## src/rtl/uart_tx_pkg.sv

```systemverilog
// uart_tx_pkg: defaults, FSM state encodings and frame constants shared by uart_tx and the future uart_rx.
package uart_tx_pkg;

    localparam int DEF_CLK_FREQ  = 125_000_000;
    localparam int DEF_BAUD_RATE = 115_200;
    localparam int DATA_BITS     = 8;

    localparam logic [2:0] ST_IDLE   = 3'd0;
    localparam logic [2:0] ST_START  = 3'd1;
    localparam logic [2:0] ST_DATA   = 3'd2;
    localparam logic [2:0] ST_PARITY = 3'd3;
    localparam logic [2:0] ST_STOP   = 3'd4;

    typedef enum logic [2:0] {
        IDLE   = ST_IDLE,
        START  = ST_START,
        DATA   = ST_DATA,
        PARITY = ST_PARITY,
        STOP   = ST_STOP
    } uart_state_e;

    function automatic int clks_per_bit(input int clk_freq, input int baud_rate);
        return clk_freq / baud_rate;
    endfunction

endpackage

```

## src/rtl/uart_baud_gen.sv

```systemverilog
// uart_baud_gen: counts 0..CLKS_PER_BIT-1 and flags the last cycle of each bit period.
module uart_baud_gen #(
    parameter int CLKS_PER_BIT = 1085
) (
    input  logic clk_i,
    input  logic rst_i,
    input  logic clr_i,
    input  logic preload_i,
    output logic bit_tick_o
);

    localparam int W = (CLKS_PER_BIT > 1) ? $clog2(CLKS_PER_BIT) : 1;
    localparam logic [W-1:0] LAST = W'(CLKS_PER_BIT - 1);
    // A receiver preloads half a bit so its ticks land mid-bit.
    localparam logic [W-1:0] HALF = W'(CLKS_PER_BIT / 2);

    logic [W-1:0] cnt_q, cnt_d;

    assign bit_tick_o = cnt_q == LAST;

    always_comb cnt_d = clr_i ? '0 : preload_i ? HALF : bit_tick_o ? '0 : cnt_q + 1'b1;

    always_ff @(posedge clk_i) cnt_q <= rst_i ? '0 : cnt_d;

endmodule

```

## src/rtl/uart_tx.sv

```systemverilog
// uart_tx: 8N1 UART transmitter with registered outputs.
// Define UART_TX_PARITY_EN to insert an even-parity bit (8E1).
module uart_tx
    import uart_tx_pkg::*;
#(
    parameter int CLK_FREQ  = DEF_CLK_FREQ,
    parameter int BAUD_RATE = DEF_BAUD_RATE
) (
    input  logic       sysclk,
    input  logic       rst,
    input  logic       tx_start,
    input  logic [7:0] tx_data,
    output logic       tx_serial,
    output logic       tx_busy,
    output logic       tx_done
);

    localparam int CLKS_PER_BIT = clks_per_bit(CLK_FREQ, BAUD_RATE);
    localparam logic [2:0] LAST_BIT = 3'(DATA_BITS - 1);

    uart_state_e state_q;
    logic [7:0]  shift_q;
    logic [2:0]  bit_q;
    logic        serial_q, busy_q, done_q, bit_tick;
`ifdef UART_TX_PARITY_EN
    logic        parity_q;
`endif

    uart_baud_gen #(.CLKS_PER_BIT(CLKS_PER_BIT)) u_baud (
        .clk_i      (sysclk),
        .rst_i      (rst),
        .clr_i      (state_q == IDLE),
        .preload_i  (1'b0),
        .bit_tick_o (bit_tick)
    );

    always_ff @(posedge sysclk) begin
        if (rst) begin
            state_q  <= IDLE;
            shift_q  <= '0;
            bit_q    <= '0;
            serial_q <= 1'b1;
            busy_q   <= 1'b0;
            done_q   <= 1'b0;
`ifdef UART_TX_PARITY_EN
            parity_q <= 1'b0;
`endif
        end else begin
            done_q <= 1'b0;
            case (state_q)
                IDLE: if (tx_start) begin
                    state_q  <= START;
                    shift_q  <= tx_data;
                    serial_q <= 1'b0;
                    busy_q   <= 1'b1;
`ifdef UART_TX_PARITY_EN
                    parity_q <= ^tx_data;
`endif
                end
                START: if (bit_tick) begin
                    state_q  <= DATA;
                    serial_q <= shift_q[0];
                    shift_q  <= shift_q >> 1;
                end
                DATA: if (bit_tick) begin
                    bit_q <= bit_q + 1'b1;
                    if (bit_q == LAST_BIT) begin
`ifdef UART_TX_PARITY_EN
                        state_q  <= PARITY;
                        serial_q <= parity_q;
`else
                        state_q  <= STOP;
                        serial_q <= 1'b1;
`endif
                    end else begin
                        serial_q <= shift_q[0];
                        shift_q  <= shift_q >> 1;
                    end
                end
`ifdef UART_TX_PARITY_EN
                PARITY: if (bit_tick) begin
                    state_q  <= STOP;
                    serial_q <= 1'b1;
                end
`endif
                STOP: if (bit_tick) begin
                    state_q <= IDLE;
                    busy_q  <= 1'b0;
                    done_q  <= 1'b1;
                end
                default: state_q <= IDLE;
            endcase
        end
    end

    assign tx_serial = serial_q;
    assign tx_busy   = busy_q;
    assign tx_done   = done_q;

endmodule

```

## config.mk

```make
export PLATFORM = sky130hd
export DESIGN_NAME = uart_tx
export DESIGN_NICKNAME = d
export VERILOG_FILES = /design/src/rtl/uart_tx_pkg.sv /design/src/rtl/uart_baud_gen.sv /design/src/rtl/uart_tx.sv
export SDC_FILE = /design/constraint.sdc
export NUM_CORES = 1
export LEC_CHECK = 0
export ABC_AREA = 1
export BUFFER_PORTS_ARGS = -buffer_cell sky130_fd_sc_hd__buf_2
export CAP_MARGIN = 20
export CORE_UTILIZATION = 45
export CTS_CLUSTER_SIZE = 25
export DETAILED_ROUTE_END_ITERATION = 7
export PLACE_DENSITY = 0.69
export SLEW_MARGIN = 20
export SYNTH_ARGS = -nofsm -noshare
export SYNTH_HDL_FRONTEND = slang
export SYNTH_HIERARCHICAL = 1
export SYNTH_SLANG_ARGS = --single-unit
```

## constraint.sdc

```tcl
create_clock -name sysclk -period 2.2 [get_ports sysclk]
set_clock_uncertainty 0.05 [all_clocks]
set_input_delay 0.11 -clock sysclk [delete_from_list [all_inputs] [get_ports sysclk]]
set_output_delay 0.11 -clock sysclk [all_outputs]
set_load 0.05 [all_outputs]
```

==> results.md, run 1 <==
- Maxcap violations: 0
- Root Buffer: clkbuf_4
- Nets: 260
- Drt drc: 0
- Yosys reg bits: 28
- Vias after detailed routing: 1,346
- Status: finished clean
- Synth Instances: 227
- CP arrival: 2060 ps
- Clock transition at path regs: 150 ps
- Ant. Diodes: 0
- Number of warnings issued by yosys: 6
- Max FO, Critical Path: 14
- Placed Area: 1730 um^2
- Post_cts resized: 0
- Tmin final: 1840 ps
- Final RePlAce weighted congestion: 0.839
- IO Port Bufs: 13
- Die W: 62.3 um
- CP Capture Type: flip-flop
- Pre-CTS setup slack: 374 ps
- Setup Viol. Count Final: 0
- Number of placed I/O pins: 14
- Startpoint types: flip-flop
- Hold Violations, Final: 0
- Worst setup path class: flip-flop to flip-flop
- Pin count of the biggest net entering global routing: 16
- CP required: 2430 ps
- Die area: 3890 um^2
- Layout cells sized above 1: 20.9%
- Via count of the first global-routing pass: 1,207
- Clk buf depth: 2
- Tcrit/Tclk final: 83.6%
- Average wire per standard cell: 9.62 um
- Area growth, synth to finish: 8.25%
- Hold Slack: 14.1 ps
- CTS H-tree depth: 1
- CTS tree: yes
- Row count: 21
- First-pass GRT wire length: 5150 um
- Final instance area: 1770 um^2
- Setup TNS: 0 ps
- Slew Viols, Final: 0
- Detailed placer's ending HPWL: 2140 um
- Gr usage total: 15.9%
- Drt first pass iters: 4
- Worst min path class: input port to flip-flop
- Sequential cell area: 561 um^2
- Mapped Avg Cell Area: 7.22 um^2
- PD cells: 1000 nW/um^2
- Core Box Area: 3420 um^2
- Max Fclk: 544 MHz
- Initial antenna violation count: 0
- GRT overflow: 0
- Starting Density: 47.9%
- Synthesized area: 1640 um^2
- Vias/cell: 4.64
- Worst-skew pair later-pin latency: 320 ps
- DRT iter0 DRCs: 101
- Area of the multi-input gates: 920 um^2
- Peak supply drop: 590 uV
- Detailed Route WL: 2790 um
- RSZ-0062 raised after global routing: no
- Die Ht: 62.3 um
- Setup WS post-layout: 362 ps
- # Post-CTS Setup Buffers: 0
- Synth unique cells: 27
- CTS Buf Count: 3
- Seq/Total Area, Yosys: 34.2%
- Fillers: 343
- Post-route ant nets: 0
- Cell leakage power: 0.834 nW
- Final core occ: 51.9%
- Clk sinks: 28
-- synthesized netlist by cell type --
cell,n,area (um^2)
a21oi_1,8,40.0
buf_12,1,20.0
buf_6,1,11.3
clkbuf_8,1,13.8
conb_1,1,3.75
dfxtp_1,28,561
ha_1,4,50.1
inv_1,29,109
inv_2,2,7.51
nand2_1,61,229
nand2_2,6,37.5
nand2_4,3,33.8
nand2_8,2,40.0
nand3_1,23,115
nand3_2,2,20.0
nand3_4,2,35.0
nand3b_1,3,22.5
nand3b_2,1,11.3
nand4_1,3,18.8
nand4_4,1,21.3
nor2_1,24,90.1
nor2_2,13,81.3
nor2_4,1,11.3
o21ai_1,1,5.00
or2_1,1,6.26
xnor2_1,3,26.3
xor2_1,2,17.5
-- power by group --
group	leakage, nW	switching [mW]	internal [mW]
logic	0.584	0.534	0.287
registers	0.229	0.0843	0.620
clock network	0.0210	0.146	0.101
-- path summary, 6_finish.rpt --
kind                                      start          to  slack, ps  depth (start not counted)
worst max register to register  u_baud/cnt_q[0]  shift_q[0]        360                         12
worst max-delay path            u_baud/cnt_q[0]  shift_q[0]        360                         12
worst min-delay path                   tx_start  state_q[0]         10                          3
worst min register to register          tx_busy     tx_busy        410                          2
-- per-stage QoR --
stage                     power [mW]  instances
after floorplan                 1.46        228
after global placement          1.54        285
after detailed placement        1.54        285
after CTS                       1.80        290
after global routing            1.95        290
final                           1.77        290
-- cells by family after synthesis --
logic type,count (synthesis),synth area share [%]
simple gates,146,47.2
fa+ha+maj,4,3.06
compound gates,9,2.75
xor+xnor,5,2.67
flops,28,34.2
other cells,1,0.229
buf+inv,34,9.85
-- area by class of cell --
class	count	area share, %
timing repair buffer	15	4.66
inverter	31	6.56
multi-input combinational	166	51.9
tap	46	3.25
clock buffer	4	2.05
sequential	28	31.6
-- placed cells by master (no fill, tap or decap), types with 4 or more instances in the layout --
master    n
ha_1      4
nand2_1  61
a21oi_1   8
inv_1    29
buf_2    13
nor2_2   13
nor2_1   24
nand3_1  23
dfxtp_1  28
nand2_2   6
-- per-layer routing --
metal  wire length [um]  GRT usage [%]  share of wire, %  vias to the layer above
met5                  0              0                 0                        -
met4                 24           5.23              0.86                        0
met3                 63           1.65               2.3                        2
met2               1200           24.2                43                       12
met1               1500           23.3                54                      598
li1                   -              -                 -                      734
-- worst max-delay path, cell delays in order (launching register included) --
cell     delay (ps)
dfxtp_1         370
inv_1            60
ha_1            130
nand2_1          40
inv_1            80
nand4_4         140
inv_1           160
inv_1           130
nand2_8         120
nand3_4         220
nand2_1         130
nand2_1          60
nor2_1          100
-- flip-flops by register name, summed over array words and instances, names as in the netlist --
register and flops:
u_baud/cnt_q 11, shift_q 8, bit_q 3, state_q 3
tx_busy 1, tx_done 1, tx_serial 1
-- repair_timing --
| item | 4_1_cts | 5_1_grt |
|---|---|---|
| endpoints found under the setup margin | 0 | 0 |
| hold buffers | 1 | 0 |
| hold endpoints to repair | 5 | 0 |
Note: power is estimated with default switching activity, not from simulation.
==> inputs of run 2 (changes only) <==
--- a/config.mk
+++ b/config.mk
@@ -5,13 +5,13 @@
 export SDC_FILE = /design/constraint.sdc
 export NUM_CORES = 1
 export LEC_CHECK = 0
-export ABC_AREA = 1
+export ABC_AREA = 0
 export BUFFER_PORTS_ARGS = -buffer_cell sky130_fd_sc_hd__buf_2
 export CAP_MARGIN = 20
 export CORE_UTILIZATION = 45
 export CTS_CLUSTER_SIZE = 25
 export DETAILED_ROUTE_END_ITERATION = 7
-export PLACE_DENSITY = 0.69
+export PLACE_DENSITY = 0.7
 export SLEW_MARGIN = 20
 export SYNTH_ARGS = -nofsm -noshare
 export SYNTH_HDL_FRONTEND = slang
==> constraint.sdc (replaced) <==
create_clock -name sysclk -period 1.7 [get_ports sysclk]
set_clock_uncertainty 0.05 [all_clocks]
set_input_delay 0.085 -clock sysclk [delete_from_list [all_inputs] [get_ports sysclk]]
set_output_delay 0.085 -clock sysclk [all_outputs]
set_load 0.05 [all_outputs]
==> run 2 against run 1 <==
Highest routed layer unchanged. The flow now finishes with violations (DRC, setup timing). Power shrank 34%. Critical path type unchanged. Largest cell class unchanged. Flip-flop and latch count is the same. Wire length up 10%. Largest power group is now sequential cells.
==> results.md, run 2 <==
- Status: finished, violations left (was finished clean)
- Failing checks: DRC, setup timing
- First-pass GRT wire length: 5210 um (was 5150 um)
- Fillers: 247 (was 343)
- CP most frequent cell: nor3_4 (was inv_1)
- Initial antenna violation count: 0 (unchanged)
- Vias/cell: 5.51 (was 4.64)
- Startpoint types: flip-flop (unchanged)
- Setup TNS: -424 ps (was 0 ps)
- Final RePlAce weighted congestion: 0.784 (was 0.839)
- Setup WS post-layout: -100 ps (was 362 ps)
- Worst setup path class: flip-flop to flip-flop (unchanged)
- Average wire per standard cell: 13.9 um (was 9.62 um)
- Die area: 3330 um^2 (was 3890 um^2)
- Row count: 19 (was 21)
- Vias after detailed routing: 1,218 (was 1,346)
- Clock transition at path regs: 150 ps (about the same)
- Slowest-stage cell, CP: dfxtp_2 (was dfxtp_1)
- EDFF count, synth: 0 (unchanged)
- DRT iter0 DRCs: 44 (was 101)
- Clk sinks: 28 (unchanged)
- Setup Viol. Count Final: 13 (was 0)
- Drt first pass iters: 6 (was 4)
- Worst-skew pair later-pin latency: 330 ps (was 320 ps)
- Peak supply drop: 458 uV (was 590 uV)
- Nets: 206 (was 260)
- Gr usage total: 20.2% (was 15.9%)
- Top flop regs: u_baud/cnt_q x11, shift_q x8 (unchanged)
- Tmin final: 1800 ps (was 1840 ps)
- Number of placed I/O pins: 14 (unchanged)
- Ranking of synthesized cells by area: dfxtp_1 40%, mux2i_1 7.2%, nor2_1 4.3%, ha_1 3.6%, a21oi_1 3.2% (was dfxtp_1 34%, nand2_1 14%, nand3_1 7.0%, inv_1 6.6%, nor2_1 5.5%)
- Final core occ: 63.7% (was 51.9%)
- Ant. Diodes: 0 (unchanged)
- Drt drc: 2 (was 0)
- CP Capture Type: flip-flop (unchanged)
- Synthesized area: 1400 um^2 (was 1640 um^2)
- Maxcap violations: 0 (unchanged)
- Slew Viols, Final: 0 (unchanged)
- Via count of the first global-routing pass: 1,199 (was 1,207)
- Main synth FF type: dfxtp_1 (unchanged)
- CP Buf/Inv Count: 4 (unchanged)
- IO Port Bufs: 13 (unchanged)
- Detailed placer's ending HPWL: 2160 um (was 2140 um)
- CTS Buf Count: 3 (unchanged)
- GRT overflow: 0 (unchanged)
- Seq/Total Area, Yosys: 40.2% (was 34.2%)
- CTS H-tree depth: 1 (unchanged)
- PD cells: 642 nW/um^2 (was 1000 nW/um^2)
- Pin count of the biggest net entering global routing: 20 (was 16)
- Cell leakage power: 0.686 nW (was 0.834 nW)
- Core Box Area: 2850 um^2 (was 3420 um^2)
- Mapped Avg Cell Area: 9.12 um^2 (was 7.22 um^2)
- Die W: 57.7 um (was 62.3 um)
- Clk buf depth: 2 (unchanged)
- Most common cell in the synthesized netlist: dfxtp_1 (was nand2_1)
- CP arrival: 1990 ps (was 2060 ps)
- Hold Violations, Final: 0 (unchanged)
- Synth cell count leaders: 28 x dfxtp_1, 16 x nor2_1, 10 x mux2i_1 (was 61 x nand2_1, 29 x inv_1, 28 x dfxtp_1)
- RSZ-0062 raised after global routing: yes (was no)
- Worst min path class: input port to flip-flop (unchanged)
- CP required: 1890 ps (was 2430 ps)
- Register with the most flip-flops: u_baud/cnt_q (unchanged)
- Post-route ant nets: 0 (unchanged)
- Cells along the critical path: inv_2 > ha_4 > nand4bb_4 > nor3_4 > buf_4 > buf_6 > inv_4 > nor3_4 > o21bai_1 > a221o_1 (was inv_1 > ha_1 > nand2_1 > inv_1 > nand4_4 > inv_1 > inv_1 > nand2_8 > nand3_4 > nand2_1 > nand2_1 > nor2_1)
- Max reg flops: 11 (unchanged)
- R2R setup slack: -100 ps (was 360 ps)
- Ys async rst share: 0% (unchanged)
- Area growth, synth to finish: 30.3% (was 8.25%)
- Synth Instances: 153 (was 227)
- CP max stage delay: 350 ps (was 370 ps)
- CTS tree: yes (unchanged)
- Yosys reg bits: 28 (unchanged)
- Max FO, Critical Path: 3 (was 14)
- Number of warnings issued by yosys: 6 (unchanged)
- Starting Density: 48.9% (was 47.9%)
- Top delay family on crit path: compound AO/OA/AOI/OAI gates (was simple AND/OR/NAND/NOR gates)
- Tcrit/Tclk final: 106% (was 83.6%)
- Synth unique cells: 42 (was 27)
- Layout cells sized above 1: 36.3% (was 20.9%)
- Pwr Total: 1.17 mW (was 1.77 mW)
- Max Fclk: 555 MHz (was 544 MHz)
- Yosys top cell by area: dfxtp_1 (unchanged)
- Most frequent cells in the layout: 23 x dfxtp_1, 23 x buf_4, 14 x nor2_1, 13 x buf_2, 10 x mux2i_1 (was 61 x nand2_1, 29 x inv_1, 28 x dfxtp_1, 24 x nor2_1, 23 x nand3_1)
- Share of the synthesized area in the top cell type: 40.2% (was 34.2%)
- Die Ht: 57.7 um (was 62.3 um)
- Root Buffer: clkbuf_4 (unchanged)
- Detailed Route WL: 3070 um (was 2790 um)
==> run 2: cell types whose count changed in the layout (fill, tap and decap cells not counted), moves of 13 or more <==
cell     change
inv_1       -24
nor2_2      -13
nand3_1     -19
buf_4       +22
nand2_1     -55
==> run 2: worst register-to-register path, stage by stage (launching register included) <==
cell	delay, ps
dfxtp_2	350
inv_2	60
ha_4	140
nand4bb_4	120
nor3_4	160
buf_4	150
buf_6	100
inv_4	40
nor3_4	130
o21bai_1	100
a221o_1	330
==> run 2: what timing repair did <==
action                                 CTS  global route
resized for setup                        4             5
hold buffers                             1             0
endpoints found under the hold margin    1             0
pin swaps                                1             0
buffers inserted                         5             0
gates cloned                             0             0
setup endpoints to repair               11            16
==> run 2: worst paths after layout <==
path                         from  cells after the start         end
setup / recovery  u_baud/cnt_q[1]                     10   tx_serial
hold / removal           tx_start                      3  state_q[0]
setup reg to reg  u_baud/cnt_q[1]                     10   tx_serial
hold reg to reg        shift_q[7]                      2  shift_q[7]
==> run 2: kinds of logic (layout without fill, tap and decap cells) <==
logic type               Yosys count  after routing  synth area share, %
buffers and inverters             15             51                 5.02
other                              1              2                0.269
AO/OA/AOI/OAI                     37             37                 19.1
flip-flops                        28             28                 40.2
AND/OR/NAND/NOR                   53             53                 21.5
multiplexers                      10             10                 7.18
adder cells (fa/ha/maj)            4              4                 3.59
XOR/XNOR                           5              5                 3.14
==> run 2: layout make-up <==
type | instances | area, um^2 | share of cell area, %
clock inverter | 1 | 3.75 | 0.206
clock buffer | 3 | 22.5 | 1.24
sequential | 28 | 572 | 31.5
timing repair buffer | 39 | 279 | 15.3
multi-input combinational | 111 | 870 | 47.8
tap | 31 | 38.8 | 2.13
inverter | 8 | 32.5 | 1.79
==> run 2: metrics by stage <==
stage	hold slack, ps	worst slack (ps)	instance area (um^2)	cells
floorplan	198	-27.7	1490	154
global placement	316	10.3	1710	211
detailed placement	326	-126	1710	211
CTS	30.8	-82.4	1790	221
global route	33.5	-197	1820	221
finish	25.4	-100	1820	221
==> run 2: layer usage <==
metal,GRT usage [%],part of all wire [%]
met3,4.69,2.0
met5,0,0
met2,36.0,52
met4,5.10,0.68
met1,24.7,46
==> run 2: where the power goes <==
group          internal, mW  leakage, nW  switching (mW)
sequential            0.683        0.231          0.0220
clock                0.0863       0.0154           0.194
combinational        0.0826        0.439          0.0997
==> inputs of run 3 (changes only) <==
--- a/config.mk
+++ b/config.mk
@@ -15,5 +15,4 @@
 export SLEW_MARGIN = 20
 export SYNTH_ARGS = -nofsm -noshare
 export SYNTH_HDL_FRONTEND = slang
-export SYNTH_HIERARCHICAL = 1
 export SYNTH_SLANG_ARGS = --single-unit
==> constraint.sdc (replaced) <==
create_clock -name sysclk -period 1.83 [get_ports sysclk]
set_clock_uncertainty 0.05 [all_clocks]
set_input_delay 0.0915 -clock sysclk [delete_from_list [all_inputs] [get_ports sysclk]]
set_output_delay 0.0915 -clock sysclk [all_outputs]
set_load 0.05 [all_outputs]
==> run 3 against run 2 <==
First-iteration DRC count increased by 6.8%. Core utilization is 8.0 points lower. Hold slack improved by 2.8 ps. Non-clock buffer count is 15 lower. Sequential power shrank 7.4%. Clock power rose by 11%. Maximum frequency increased by 4.1%. The flow finishes with violations (DRC). Combinational power is 18% lower. Sequential share of layout area rose by 4.2 points.
==> results.md, run 3 <==
- DRT iter0 DRCs: 47 (was 44)
- CTS Buf Count: 3 (unchanged)
- Hold Crit Depth: 3 (unchanged)
- First-pass GRT wire length: 5000 um (was 5210 um)
- Clk buf depth: 2 (unchanged)
- RR Startpoint: bit_q[0] (was u_baud/cnt_q[1])
- Pin count of the biggest net entering global routing: 16 (was 20)
- Slew Viols, Final: 0 (unchanged)
- Clk sinks: 28 (unchanged)
- Final std cells w/o fill: 206 (was 221)
- Sequential cell area: 562 um^2 (was 572 um^2)
- Register with the most flip-flops: u_baud.cnt_q (was u_baud/cnt_q)
- Hold Path End: state_q[0] (unchanged)
- Worst-skew pair later-pin latency: 340 ps (was 330 ps)
- Synth Instances: 155 (was 153)
- Peak supply drop: 433 uV (was 458 uV)
- Detailed placer's ending HPWL: 2060 um (was 2160 um)
- Reg2Reg Depth: 7 (was 10)
- Hold Crit Start: tx_start (unchanged)
- Setup WS post-layout: 101 ps (was -100 ps)
- Tcrit/Tclk final: 94.5% (was 106%)
- CTS tree: yes (unchanged)
- Yosys top cell by area: dfxtp_1 (unchanged)
- Final instance area: 1580 um^2 (was 1820 um^2)
- Placed Cells: 200 (was 211)
- Nets: 191 (was 206)
- Ant. Diodes: 0 (unchanged)
- Fillers: 268 (was 247)
- Synth unique cells: 39 (was 42)
- Die Ht: 57.5 um (was 57.7 um)
- Number of placed I/O pins: 14 (unchanged)
- Failing checks: DRC (was DRC, setup timing)
- Starting Density: 49.0% (was 48.9%)
- Slew headroom: 63.2%
- Top flop regs: u_baud.cnt_q x11, shift_q x8 (was u_baud/cnt_q x11, shift_q x8)
- Gr usage total: 19.4% (was 20.2%)
- Final core occ: 55.7% (was 63.7%)
- Clock transition at path regs: 160 ps (was 150 ps)
- Placed Area: 1510 um^2 (was 1710 um^2)
- CP arrival: 1930 ps (was 1990 ps)
- Cell leakage power: 0.615 nW (was 0.686 nW)
- EDFF count, synth: 0 (unchanged)
- Ys async rst share: 0% (unchanged)
- Row count: 19 (unchanged)
- Max reg flops: 11 (unchanged)
- Most frequent cells in the layout: 27 x dfxtp_1, 19 x nand3_1, 15 x nor2_1, 13 x buf_2 (was 23 x dfxtp_1, 23 x buf_4, 14 x nor2_1, 13 x buf_2, 10 x mux2i_1)
- PD cells: 706 nW/um^2 (was 642 nW/um^2)
- Ranking of synthesized cells by area: dfxtp_1 40%, nand3_1 6.9%, o221a_1 5.7%, xor2_1 5.7%, nor2_1 4.1% (was dfxtp_1 40%, mux2i_1 7.2%, nor2_1 4.3%, ha_1 3.6%, a21oi_1 3.2%)
- Tmin final: 1730 ps (was 1800 ps)
- Seq/Total Area, Yosys: 40.4% (was 40.2%)
- Detailed Route WL: 3000 um (was 3070 um)
- Die area: 3310 um^2 (was 3330 um^2)
- Via count of the first global-routing pass: 1,137 (was 1,199)
- Drt first pass iters: 6 (unchanged)
- Pre-CTS setup slack: 46.3 ps (was -126 ps)
- Vias/cell: 5.75 (was 5.51)
- Setup Viol. Count Final: 0 (was 13)
- Main synth FF type: dfxtp_1 (unchanged)
- Worst setup path class: flip-flop to flip-flop (unchanged)
- Average wire per standard cell: 14.6 um (was 13.9 um)
- Syn nets: 170
- IO Port Bufs: 13 (unchanged)
- Reg2reg end: shift_q[6] (was tx_serial)
- RSZ-0062 raised after global routing: no (was yes)
- Maxcap violations: 0 (unchanged)
- Pwr Total: 1.11 mW (was 1.17 mW)
- Drt drc: 2 (unchanged)
- Final RePlAce weighted congestion: 0.778 (was 0.784)
- Yosys reg bits: 28 (unchanged)
- Setup TNS: 0 ps (was -424 ps)
- Max FO, Critical Path: 7 (was 3)
- Most common cell in the synthesized netlist: dfxtp_1 (unchanged)
- Startpoint types: flip-flop (unchanged)
- Layout cells sized above 1: 21.7% (was 36.3%)
- Mapped Avg Cell Area: 8.95 um^2 (was 9.12 um^2)
- Max Fclk: 578 MHz (was 555 MHz)
- CP Capture Type: flip-flop (unchanged)
- Status: finished, violations left (unchanged)
- Worst-Margin Slew: 548 ps
- # Post-CTS Setup Buffers: 0 (was 5)
- Hold Slack: 28.2 ps (was 25.4 ps)
- Commonest non-fill, non-tap cell in the layout: dfxtp_1
- Root Buffer: clkbuf_4 (unchanged)
- Die W: 57.5 um (was 57.7 um)
- Vias after detailed routing: 1,185 (was 1,218)
- Area growth, synth to finish: 13.6% (was 30.3%)
- Area of the multi-input gates: 764 um^2 (was 870 um^2)
- GRT overflow: 0 (unchanged)
- Share of the synthesized area in the top cell type: 40.4% (was 40.2%)
- CTS H-tree depth: 1 (unchanged)
- Worst min path class: input port to flip-flop (unchanged)
- CP required: 2030 ps (was 1890 ps)
- Hold Violations, Final: 0 (unchanged)
- R2R setup slack: 100 ps (was -100 ps)
- Initial antenna violation count: 0 (unchanged)
- Synthesized area: 1390 um^2 (was 1400 um^2)
- Synth cell count leaders: 28 x dfxtp_1, 19 x nand3_1, 15 x nor2_1 (was 28 x dfxtp_1, 16 x nor2_1, 10 x mux2i_1)
- Post-route ant nets: 0 (unchanged)
- Number of warnings issued by yosys: 0 (was 6)
- Core Box Area: 2830 um^2 (was 2850 um^2)
==> run 3: cell types whose count changed after synthesis, sizes merged, moves of 7 or more <==
cell | previous run | this run
mux2i | 10 | 0
nand3 | 5 | 19
o221a | 0 | 7
xor2 | 2 | 10
==> run 3: layout make-up <==
type	instances	area share (%)
tap	31	2.46
multi-input combinational	113	48.5
inverter	6	1.43
timing repair buffer	24	9.68
sequential	28	35.6
clock buffer	4	2.30
==> run 3: worst max path at each step <==
stage / cells past startpoint / startpoint / to
2_1_floorplan: 6 / bit_q[0] / shift_q[0]
6_report: 7 / bit_q[0] / shift_q[6]
3_3_place_gp: 7 / bit_q[0] / shift_q[6]
3_5_place_dp: 7 / bit_q[0] / shift_q[6]
4_1_cts: 7 / bit_q[0] / shift_q[6]
5_1_grt: 7 / bit_q[0] / shift_q[6]
==> run 3: worst max-delay path, stage by stage (launching register included) <==
cell and delay, ps:
dfxtp_2 360, ha_1 200, ha_2 180, o21ai_2 140, nor3b_2 220, buf_4 180
o211ai_1 90, o221a_1 230
==> run 3: power breakdown <==
| group | total [mW] | leakage, nW | internal, mW | switching (mW) |
|---|---|---|---|---|
| Clock | 0.311 | 0.0210 | 0.122 | 0.190 |
| Combinational | 0.150 | 0.365 | 0.0649 | 0.0846 |
| Sequential | 0.653 | 0.229 | 0.635 | 0.0177 |
| Total | 1.11 | 0.615 | 0.822 | 0.292 |
==> run 3: layer usage <==
layer  global-route usage (%)  vias up  share of wire, %
li1                         -      599                 -
met1                     23.1      560                45
met2                     35.4       24                50
met3                     4.31        2               3.9
met4                     3.83        0              0.60
met5                        0        -                 0
==> run 3: cell families after synthesis <==
family / share of synthesized area, %
and+or+nand+nor: 24.3
AOI/OAI and AO/OA: 18.5
DFF: 40.4
buffers and inverters: 5.05
xor gates and xnor gates: 8.12
adders and majority gates: 3.61
==> run 3: what timing repair did <==
action	4_1_cts	5_1_grt
endpoints found under the hold margin	2	0
gates resized for setup	0	5
hold buffers	2	0
endpoints found under the setup margin	0	15
